==> config.mk <==
export PLATFORM = sky130hd
export DESIGN_NAME = hazard_unit
export DESIGN_NICKNAME = d
export VERILOG_FILES = /design/src/rtl/hazard_unit.sv
export SDC_FILE = /design/constraint.sdc
export NUM_CORES = 1
export LEC_CHECK = 0
export CAP_MARGIN = 5
export CELL_PAD_IN_SITES_DETAIL_PLACEMENT = 1
export CELL_PAD_IN_SITES_GLOBAL_PLACEMENT = 2
export CORE_MARGIN = 2
export CORE_UTILIZATION = 17
export DETAILED_ROUTE_END_ITERATION = 8
export GPL_ROUTABILITY_DRIVEN = 0
export PLACE_DENSITY = 0.92
export SLEW_MARGIN = 20
export SYNTH_ARGS = -nofsm -noshare
export SYNTH_HDL_FRONTEND = slang
export SYNTH_SLANG_ARGS = --single-unit
==> constraint.sdc <==
create_clock -name vclk -period 1.4
set_input_delay 0.21 -clock vclk [all_inputs]
set_output_delay 0.21 -clock vclk [all_outputs]
set_load 0.05 [all_outputs]
==> src/rtl/hazard_unit.sv <==
// Hazard detection and forwarding for the 5-stage MIPS pipeline.
// Optional hazard performance counters are enabled with `define HAZARD_PERF_EN.
module hazard_unit (
    input  logic       clk,
    input  logic       reset,
    input  logic       BranchD,
    input  logic       MemToRegE,
    input  logic       RegWriteE,
    input  logic       MemtoRegM,
    input  logic       RegWriteM,
    input  logic       RegWriteW,
    input  logic [4:0] RsD,
    input  logic [4:0] RtD,
    input  logic [4:0] RsE,
    input  logic [4:0] RtE,
    input  logic [4:0] WriteRegE,
    input  logic [4:0] WriteRegM,
    input  logic [4:0] WriteRegW,
    output logic       stallF,
    output logic       stallD,
    output logic       FlushE,
    output logic       ForwardAD,
    output logic       ForwardBD,
    output logic [1:0] ForwardAE,
    output logic [1:0] ForwardBE
`ifdef HAZARD_PERF_EN
    ,
    output logic [31:0] stall_count,
    output logic [31:0] flush_count
`endif
);

    logic lwstall;
    logic branchstall;
    logic stall;

    always_comb begin
        ForwardAE = 2'b00;
        ForwardBE = 2'b00;
        ForwardAD = 1'b0;
        ForwardBD = 1'b0;
        lwstall     = 1'b0;
        branchstall = 1'b0;
        stall       = 1'b0;

        if (reset) begin
            // Memory-stage result is newer, so it wins over Writeback.
            if ((RsE != 5'd0) && RegWriteM && (RsE == WriteRegM))
                ForwardAE = 2'b10;
            else if ((RsE != 5'd0) && RegWriteW && (RsE == WriteRegW))
                ForwardAE = 2'b01;

            if ((RtE != 5'd0) && RegWriteM && (RtE == WriteRegM))
                ForwardBE = 2'b10;
            else if ((RtE != 5'd0) && RegWriteW && (RtE == WriteRegW))
                ForwardBE = 2'b01;

            ForwardAD = (RsD != 5'd0) && RegWriteM && (RsD == WriteRegM);
            ForwardBD = (RtD != 5'd0) && RegWriteM && (RtD == WriteRegM);

            lwstall = MemToRegE && ((RsD == RtE) || (RtD == RtE));
            branchstall = BranchD &&
                ((RegWriteE && ((WriteRegE == RsD) || (WriteRegE == RtD))) ||
                 (MemtoRegM && ((WriteRegM == RsD) || (WriteRegM == RtD))));
            stall = lwstall || branchstall;
        end

        stallF = stall;
        stallD = stall;
        FlushE = stall;
    end

`ifdef HAZARD_PERF_EN
    logic [31:0] stall_count_q, stall_count_d;
    logic [31:0] flush_count_q, flush_count_d;

    always_comb begin
        stall_count_d = stall_count_q + {31'd0, stallD};
        flush_count_d = flush_count_q + {31'd0, FlushE};
    end

    always_ff @(posedge clk or negedge reset) begin
        if (!reset) begin
            stall_count_q <= '0;
            flush_count_q <= '0;
        end else begin
            stall_count_q <= stall_count_d;
            flush_count_q <= flush_count_d;
        end
    end

    assign stall_count = stall_count_q;
    assign flush_count = flush_count_q;
`else
    logic unused_clk;
    assign unused_clk = clk;
`endif

endmodule

==> run_results.csv <==
group,metric,value,unit
run_status,outcome,"complete, but fails checks",
run_status,violations,"negative setup slack",
floorplan,num_rows,24,
grt,gr-total-overflow,0,
timing,drv_slew,0,
power_and_ir_drop,swShare,45.1,%
setup_path,crit_type,"in2out",
power_and_ir_drop,power_density,292,nW/um^2
power_and_ir_drop,p_leak,0.000781,uW
cells_and_area,postLayoutCellArea,1920,sq um
power_and_ir_drop,p_int,307,uW
detailed_routing,drt_pass1_iterations,4,
timing,fmax,0.555,GHz
timing,setup_viol,9,
synth,ys_types,21,
grt,grt_pass1_vias,1192,
timing,relSlewSlack,78.3,%
detailed_routing,route.vias.total,1020,
timing,hold_ws,946,ps
power_and_ir_drop,ir_drop,0.0997,mV
floorplan,chipWidth,70.8,um
timing,worst_slack,-401,ps
place,io_buffer_count,51,
cells_and_area,fill_cells,492,
floorplan,core_area,4320,sq um
synth,syn_inst,94,
cells_and_area,instances_no_fill,223,
place,dp_worst_setup_slack,-670,ps
detailed_routing,vias_per_cell,4.57,
detailed_routing,wl_per_cell,18.0,um
timing,rsz0062_at_grt,"true",
floorplan,die_area,5010,sq um
power_and_ir_drop,seqPwrFrac,0,%
timing,finalCritPeriodShare,129,%
synth,ys_warn_count,0,
cts,cts_hold_buf,0,
grt,grt_usage,15.7,%
power_and_ir_drop,p_sw,252,uW
place,placed_area,1630,sq um
cells_and_area,drive_gt1_share,64.3,%
grt,antenna_found_initial,0,
job,maxCapViolations,0,
setup_path,crit_path_start_kind,"input port",
place,placed_cells,216,
floorplan,die_h,70.8,um
synth,syn-num-nets,137,
detailed_routing,drc,0,
synth,synth_top_area_share,35.8,%
synth,netlist_area,758,sq um
timing,hold_viol,0,
synth,synth.yosys.seq_area_share,0,%
setup_path,crit_path_end_kind,"output port",
detailed_routing,antenna_left,0,
synth,yosysTopAreaCell,"xnor2_1",
setup_path,cp.required,1190,ps
grt,grt_pass1_wl,6310,um
cells_and_area,multi_input_area,957,sq um
power_and_ir_drop,pwr-share-comb,100.0,%
cells_and_area,seqCellArea,0,sq um
setup_path,arrival,1590,ps
synth,synth.avg_cell_area,8.07,sq um
power_and_ir_drop,p_clk_share,0,%
detailed_routing,drtIter0Drc,22,
floorplan,start_util,17.5,%
place,dp_hpwl,3040,um
min_path,hold_path_depth,3,
timing,tightestPinTransition,323,ps
floorplan,ios,52,
cells_and_area,syn_to_final_growth,153,%
cells_and_area,design.seq.count,0,
cells_and_area,final_core_util,44.4,%
synth,synth_area_leaders,"xnor2_1, xor2_1, nand4_1",
grt,grt_max_degree,8,
cells_and_area,fin_nets,216,
cells_and_area,num-clock-buffers,0,
cells_and_area,antenna_cells,0,
setup_path,cp_max_fo,2,
detailed_routing,wirelength,4030,um
timing,post-route-min-period,1800,ps
min_path,holdCritPathClass,"in2out",
area by class of cell:
type               count  area share, %
multi-input cells     85           49.9
repair buffers        86           46.7
well taps             52           3.39
power by group through the flow:
stage	sequential [uW]	combinational, uW	clock, uW
2_1_floorplan	0	211	0
4_1_cts	0	511	0
5_1_grt	0	590	0
3_5_place_dp	0	465	0
3_3_place_gp	0	447	0
6_report	0	559	0
Yosys cell counts (all sizes together):
cell type and instances:
xnor2 31, xor2 19, buf 8, nor4 7
nand3 6, nand4 6, or4 4, nor3 3
and2 2, nor2 2, o2111a 2, a31oi 1
a41oi 1, clkbuf 1, o2111ai 1
cells by family after synthesis:
group / synth area share [%]
XOR/XNOR: 57.8
AND/OR/NAND/NOR: 26.6
buffers and inverters: 9.57
AO/OA/AOI/OAI: 6.11
cell usage in the layout (no fill, tap or decap), types with 3 or more instances in the layout:
cell,netlist,layout
xnor2_1,31,18
buf_4,4,27
clkdlybuf4s15_1,0,3
or4_4,1,3
nand3_1,6,4
buf_12,0,9
nor4_2,2,3
xnor2_2,0,12
buf_6,3,23
buf_8,0,4
nand4_1,6,6
xor2_1,19,16
xor2_2,0,3
buf_2,1,5
dlygate4sd2_1,0,9
nor4_4,0,4
worst max-delay path: stages:
cell    delay, ps
buf_6          90
or4_4         540
nor2_4        150
nor4_4         70
buf_4         150
nor4_4        200
buf_12        180
metal layers:
layer  vias to the layer above  share of wire [%]  GRT usage [%]
li1                        484                  -              -
met1                       505                 40           18.7
met2                        25                 56           30.9
met3                         6                2.7          0.712
met4                         0                1.3           2.73
met5                         -                  0              0
stage by stage:
stage / setup TNS (ps) / total power [uW]
global placement: -5350 / 447
finish: -2220 / 559
CTS: -2480 / 511
detailed placement: -5740 / 465
floorplan: -1140 / 211
global route: -2610 / 590
final timing paths:
| kind | from | end | slack [ps] |
|---|---|---|---|
| max | RtE[4] | ForwardBE[0] | -400 |
| min | RsD[0] | ForwardAD | 950 |
repair_timing:
item | CTS | global route
setup endpoints to repair | 9 | 9
pin swaps | 48 | 27
buffers inserted | 5 | 2
gates resized for setup | 180 | 23
Note: power is estimated with default switching activity, not from simulation.
